[config.mk]
export PLATFORM = sky130hd
export DESIGN_NAME = mul_div_unit
export DESIGN_NICKNAME = d
export VERILOG_FILES = /design/src/rtl/mul_div_unit.sv
export SDC_FILE = /design/constraint.sdc
export NUM_CORES = 1
export LEC_CHECK = 0
export ABC_AREA = 1
export ABC_CLOCK_PERIOD_IN_PS = 2500
export CAP_MARGIN = 20
export CORE_ASPECT_RATIO = 2
export CORE_MARGIN = 2
export CORE_UTILIZATION = 40
export CTS_CLUSTER_SIZE = 24
export DETAILED_ROUTE_END_ITERATION = 10
export GPL_TIMING_DRIVEN = 0
export PLACE_DENSITY_LB_ADDON = 0.08
export SLEW_MARGIN = 0
export SYNTH_ARGS = -nofsm -noshare
export SYNTH_HDL_FRONTEND = slang
export SYNTH_SLANG_ARGS = --single-unit
[constraint.sdc]
create_clock -name clk -period 2.5 [get_ports clk]
set_input_delay 0.75 -clock clk [delete_from_list [all_inputs] [get_ports clk]]
set_output_delay 0.75 -clock clk [all_outputs]
set_load 0.01 [all_outputs]
[src/rtl/mul_div_unit.sv]
// Iterative MULT/MULTU/DIV/DIVU unit beside the ALU; results land in HI/LO WIDTH+1 edges after start.
// Operands are reduced to magnitudes up front; signs are reapplied in the single FIX cycle.
module mul_div_unit #(
    parameter int unsigned WIDTH = 32
) (
    input  logic             clk,
    input  logic             rst,
    input  logic             start,
    input  logic [1:0]       op,
    input  logic [WIDTH-1:0] a,
    input  logic [WIDTH-1:0] b,
    input  logic             hi_we,
    input  logic             lo_we,
    input  logic [WIDTH-1:0] wdata,
    output logic             busy,
    output logic             done,
    output logic             div_by_zero,
    output logic [WIDTH-1:0] hi,
    output logic [WIDTH-1:0] lo
);

    localparam int unsigned CW = $clog2(WIDTH + 1);

    typedef enum logic [1:0] {IDLE, RUN, FIX} state_t;

    state_t             state_q, state_d;
    logic [CW-1:0]      cnt_q, cnt_d;
    logic [2*WIDTH-1:0] acc_q, acc_d;
    logic [WIDTH-1:0]   opnd_q, opnd_d;
    logic               is_div_q, is_div_d;
    logic               neg_res_q, neg_res_d;
    logic               neg_rem_q, neg_rem_d;
    logic               dbz_pend_q, dbz_pend_d;
    logic               dbz_q, dbz_d;
    logic               done_q, done_d;
    logic               ready_q, ready_d;
    logic [WIDTH-1:0]   hi_q, hi_d;
    logic [WIDTH-1:0]   lo_q, lo_d;

    logic               accept;
    logic               run_last;
    logic               a_neg, b_neg;
    logic [WIDTH-1:0]   mag_a, mag_b;
    logic [WIDTH:0]     mul_sum;
    logic [WIDTH:0]     div_shift;
    logic [WIDTH:0]     div_diff;
    logic [2*WIDTH-1:0] prod;
    logic [WIDTH-1:0]   quo, rem;

    // State register
    always_ff @(posedge clk or negedge rst) begin
        if (!rst) begin
            state_q <= IDLE;
        end else begin
            state_q <= state_d;
        end
    end

    // Next-state logic
    always_comb begin
        state_d = state_q;
        unique case (state_q)
            IDLE:    if (accept) state_d = RUN;
            RUN:     if (run_last) state_d = FIX;
            FIX:     state_d = IDLE;
            default: state_d = IDLE;
        endcase
    end

    // Output / control decode
    always_comb begin
        busy     = (state_q != IDLE);
        accept   = start && (state_q == IDLE) && ready_q;
        run_last = (cnt_q == CW'(1));
    end

    assign done        = done_q;
    assign div_by_zero = dbz_q;
    assign hi          = hi_q;
    assign lo          = lo_q;

    // Datapath
    always_comb begin
        a_neg = op[0] & a[WIDTH-1];
        b_neg = op[0] & b[WIDTH-1];
        mag_a = a_neg ? -a : a;
        mag_b = b_neg ? -b : b;

        mul_sum   = {1'b0, acc_q[2*WIDTH-1:WIDTH]} + (acc_q[0] ? {1'b0, opnd_q} : '0);
        div_shift = {acc_q[2*WIDTH-1:WIDTH], acc_q[WIDTH-1]};
        div_diff  = div_shift - {1'b0, opnd_q};
        prod      = neg_res_q ? -acc_q : acc_q;
        quo       = acc_q[WIDTH-1:0];
        rem       = acc_q[2*WIDTH-1:WIDTH];

        cnt_d      = cnt_q;
        acc_d      = acc_q;
        opnd_d     = opnd_q;
        is_div_d   = is_div_q;
        neg_res_d  = neg_res_q;
        neg_rem_d  = neg_rem_q;
        dbz_pend_d = dbz_pend_q;
        dbz_d      = dbz_q;
        done_d     = 1'b0;
        ready_d    = 1'b1;
        hi_d       = hi_q;
        lo_d       = lo_q;

        unique case (state_q)
            IDLE: begin
                if (hi_we) hi_d = wdata;
                if (lo_we) lo_d = wdata;
                if (accept) begin
                    is_div_d   = op[1];
                    neg_res_d  = a_neg ^ b_neg;
                    neg_rem_d  = a_neg;
                    dbz_pend_d = op[1] && (b == '0);
                    cnt_d      = CW'(WIDTH);
                    // acc low half holds the multiplier (mul) or the dividend being shifted out (div)
                    opnd_d     = op[1] ? mag_b : mag_a;
                    acc_d      = {{WIDTH{1'b0}}, (op[1] ? mag_a : mag_b)};
                end
            end
            RUN: begin
                cnt_d = cnt_q - CW'(1);
                if (is_div_q) begin
                    if (div_diff[WIDTH]) begin
                        acc_d = {div_shift[WIDTH-1:0], acc_q[WIDTH-2:0], 1'b0};
                    end else begin
                        acc_d = {div_diff[WIDTH-1:0], acc_q[WIDTH-2:0], 1'b1};
                    end
                end else begin
                    acc_d = {mul_sum, acc_q[WIDTH-1:1]};
                end
            end
            FIX: begin
                done_d = 1'b1;
                dbz_d  = dbz_pend_q;
                if (is_div_q) begin
                    // with a zero divisor the remainder path already reproduces a
                    hi_d = neg_rem_q ? -rem : rem;
                    lo_d = dbz_pend_q ? '1 : (neg_res_q ? -quo : quo);
                end else begin
                    hi_d = prod[2*WIDTH-1:WIDTH];
                    lo_d = prod[WIDTH-1:0];
                end
            end
            default: ;
        endcase
    end

    always_ff @(posedge clk or negedge rst) begin
        if (!rst) begin
            cnt_q      <= '0;
            acc_q      <= '0;
            opnd_q     <= '0;
            is_div_q   <= 1'b0;
            neg_res_q  <= 1'b0;
            neg_rem_q  <= 1'b0;
            dbz_pend_q <= 1'b0;
            dbz_q      <= 1'b0;
            done_q     <= 1'b0;
            ready_q    <= 1'b0;
            hi_q       <= '0;
            lo_q       <= '0;
        end else begin
            cnt_q      <= cnt_d;
            acc_q      <= acc_d;
            opnd_q     <= opnd_d;
            is_div_q   <= is_div_d;
            neg_res_q  <= neg_res_d;
            neg_rem_q  <= neg_rem_d;
            dbz_pend_q <= dbz_pend_d;
            dbz_q      <= dbz_d;
            done_q     <= done_d;
            ready_q    <= ready_d;
            hi_q       <= hi_d;
            lo_q       <= lo_d;
        end
    end

endmodule

==> impl_metrics.yaml <==
synth:
  synth_area_per_cell_sq_um: 5.80
  synth_mux_area_share_pct: 0.110
  syn_inst: 3134
  synth_top_family_by_area: "simple AND/OR/NAND/NOR gates"
  syn_area_sq_mm: 0.0182
  synth_top_cell_by_area: "dfrtp_1"
  synth_seq_cells: 175
  synthTopCellsByArea: "dfrtp_1 24%, nand2_1 19%, nand3_1 8.9%"
  synth_top_cell_area_share_pct: 24.1
  synth_edf_count: 0
  yosys.area_share.simple_pct: 40.3
  synthAdderAreaFrac_pct: 5.04
  synth.distinct_cells: 52
  synth.net_count: 3309
  post-synth-top-count-cell: "nand2_1"
  synthFlopType: "dfrtp_1"
  ys_warn_count: 0
  synth_compound_area_share_pct: 16.0
  synthTopCellsByCount: "930 x nand2_1, 428 x inv_1, 359 x nor2_1"
  ys_async_sr_fraction_pct: 100
  seq_area_frac_synth_pct: 24.1
  synth_xor_xnor_area_share_pct: 2.84
power:
  p_int_uw: 4450
  power_density_mw_per_mm2: 258
  power.ir.vdd_worst_mv: 0.549
  p_switching_uw: 1960
  combPwrFrac_pct: 12.3
  p_leak_uw: 0.0120
  power_frac_clock_pct: 43.6
  power_switching_share_pct: 30.6
  seq_power_share_pct: 44.1
worst_setup_path:
  rrSetupSlack_ns: -0.14
  reg2reg_depth: 17
  critPathRequiredTime_ns: 2.88
  cp_max_fo: 7
  cp.buffers_inverters: 5
  start_kind: "flip-flop"
  crit_family: "simple AND/OR/NAND/NOR gates"
  max_stage_delay_ns: 0.38
  critical_path_arrival_ns: 3.02
  crit_chain: "buf_6 -> buf_12 -> clkbuf_8 -> nand2_1 -> inv_1 -> ha_4 -> nand2_2 -> nor2_4 -> inv_2 -> nor3_4 -> nand3_4 -> nand3_2 -> nand2_2 -> nor2_4 -> nor2_4 -> nand2_1 -> nand2_1"
  reg2reg_to: "acc_q[59]"
  rr_startpoint: "acc_q[0]"
  end_kind: "flip-flop"
  critical_path_class: "flip-flop to flip-flop"
  crit_slowest_cell: "dfrtp_1"
finish:
  areaGrowthSynthToFinish_pct: 36.5
  fillers: 4621
  antenna_cells: 0
  drive_above_1_share_pct: 20.6
  fin_nets: 3625
placed_design:
  pre_cts_slack_ns: -1.18
  numPortBuffers: 169
  hpwlAfterDp_um: 78500
  place_congestion: 1.07
clocking:
  root_buffer: "clkbuf_16"
  htree_levels: 4
  insertion_delay_ns: 0.50
  clock_path_buffers: 2
  cts_tree: "done"
  clock-sinks: 175
  clkTransAtPathRegs_ns: 0.08
  cts_buffers: 17
detailed_routing:
  post_drt_wl_per_cell_um: 24.5
  via_count: 23100
  first_pass_iters: 6
  first_iter_violations: 1778
  route.detailed.drc: 0
  drtAntennaViolNets: 0
  wirelength_um: 98400
  routed_via_density: 5.73
sta:
  worst_hold_slack_ns: 0.183
  skew_ns: 0.0243
  min_period_ns: 2.64
  setup_viol: 20
  drv_slew: 0
  max_freq_mhz: 379
  hold_viol_final: 0
  slew_headroom_pct: 30.9
  rsz0062_at_grt: "true"
  fin_crit_sh_pct: 106
  tightest_slew_ns: 1.04
  fin_ws_ns: -0.138
floorplanning:
  coreArea_sq_mm: 0.0450
  die_h_um: 305
  initial_core_util_pct: 40.4
  num_rows: 110
  die_x_um: 155
  io_pins: 170
  dieArea_sq_mm: 0.0473
global_route:
  track_usage_pct: 40.3
  gr-total-overflow: 0
  grt_max_degree: 121
  grt_first_pass_wirelength_um: 139000
  grt_pass1_vias: 22400
  antenna_found_initial: 0
hold_path:
  min_path_type: "input port to async pin"
job:
  maxCapViolCount: 0
run_status:
  failed_checks: "setup timing"
  outcome: "finished, violations left"
state kept, by name, indices dropped and copies added, names as in the netlist:
| signal | flops |
|---|---|
| lo | 32 |
| hi | 32 |
| neg_res_q | 1 |
| ready_q | 1 |
| div_by_zero | 1 |
| is_div_q | 1 |
| neg_rem_q | 1 |
| opnd_q | 32 |
| acc_q | 64 |
| dbz_pend_q | 1 |
| state_q | 2 |
| done | 1 |
| cnt_q | 6 |
cells by family after synthesis:
| family | Yosys count |
|---|---|
| and+or+nand+nor | 1750 |
| buffers and inverters | 546 |
| AOI/OAI and AO/OA | 529 |
| DFF | 175 |
| adders and majority gates | 72 |
| xor gates and xnor gates | 59 |
| muxes | 2 |
| other | 1 |
worst max path at each step:
stage | startpoint | end | slack, ns | cells after the start
floorplan | acc_q[0] | acc_q[59] | 0.06 | 19
global placement | rst | ready_q | -6.85 | 1
detailed placement | a[0] | acc_q[16] | -1.18 | 14
CTS | opnd_q[0] | acc_q[53] | -0.06 | 19
global route | acc_q[0] | acc_q[59] | -0.23 | 19
finish | acc_q[0] | acc_q[59] | -0.14 | 17
through the flow:
stage / util, % / total power [uW] / std cells / TNS [ns] / instance area, sq um
after floorplan: - / 3160 / 3134 / 0 / 18200
after global placement: 45.7 / 3590 / 3863 / -1267.46 / 20600
after detailed placement: 45.8 / 3600 / 3864 / -77.29 / 20600
after CTS: 51.4 / 6370 / 3951 / -0.908 / 23100
after global routing: 55.1 / 6550 / 4023 / -2.83 / 24800
final: 55.1 / 6410 / 4023 / -0.786 / 24800
layer usage:
layer  vias to the layer above  track usage, %  share of wire, %
met5                         -               0                 0
met4                         0            44.2                14
met3                       481            6.34               5.7
met2                      1159            71.7                49
met1                     10600            36.6                31
li1                      10800               -                 -
what timing repair did:
action	in CTS	in global routing
cloned	7	0
endpoints found under the setup margin	115	99
buffers inserted	48	74
pin swaps	76	105
gates resized for setup	352	331
hold buffers	0	0
power by group through the flow:
stage          combinational [uW]  sequential, uW  clock, uW
6_report                      788            2830       2800
2_1_floorplan                 270            2890          0
3_3_place_gp                  704            2890          0
4_1_cts                       743            2830       2800
5_1_grt                       827            2830       2900
3_5_place_dp                  711            2890          0
cell type report:
| class | instances | area, sq um | share of cell area [%] |
|---|---|---|---|
| Multi-Input combinational cell | 2413 | 14000 | 56.5 |
| Timing Repair Buffer | 297 | 2830 | 11.4 |
| Buffer | 108 | 578 | 2.33 |
| Sequential cell | 175 | 4430 | 17.9 |
| Tap cell | 560 | 701 | 2.82 |
| Inverter | 438 | 1660 | 6.69 |
| Clock inverter | 15 | 164 | 0.661 |
| Clock buffer | 17 | 425 | 1.71 |
placed cells by master (no fill, tap or decap), types with 12 or more instances in the layout:
| master | netlist | routed |
|---|---|---|
| o21ai_1 | 13 | 31 |
| nand3_1 | 323 | 258 |
| nand3b_1 | 16 | 16 |
| ha_1 | 70 | 12 |
| nor3_1 | 36 | 27 |
| a31oi_1 | 29 | 28 |
| a21oi_1 | 229 | 193 |
| dfrtp_1 | 175 | 132 |
| a21oi_4 | 0 | 12 |
| dfrtp_2 | 0 | 43 |
| nand2_4 | 1 | 27 |
| o211ai_1 | 29 | 29 |
| buf_6 | 4 | 13 |
| nand2_2 | 9 | 91 |
| buf_2 | 16 | 17 |
| xor2_1 | 38 | 30 |
| o21ai_0 | 175 | 147 |
| inv_2 | 7 | 52 |
| a21oi_2 | 2 | 26 |
| clkbuf_16 | 0 | 18 |
| nand3_2 | 1 | 57 |
| nor2_2 | 5 | 41 |
| nor2_4 | 2 | 26 |
| nand4_1 | 46 | 46 |
| inv_1 | 428 | 378 |
| clkdlybuf4s50_1 | 0 | 164 |
| ha_4 | 0 | 53 |
| nor2_1 | 359 | 299 |
| buf_4 | 2 | 112 |
| clkbuf_2 | 0 | 18 |
| xnor2_1 | 21 | 19 |
| nand2_1 | 930 | 818 |
| clkbuf_1 | 67 | 52 |
No activity file was read; power rests on OpenSTA's default activity.
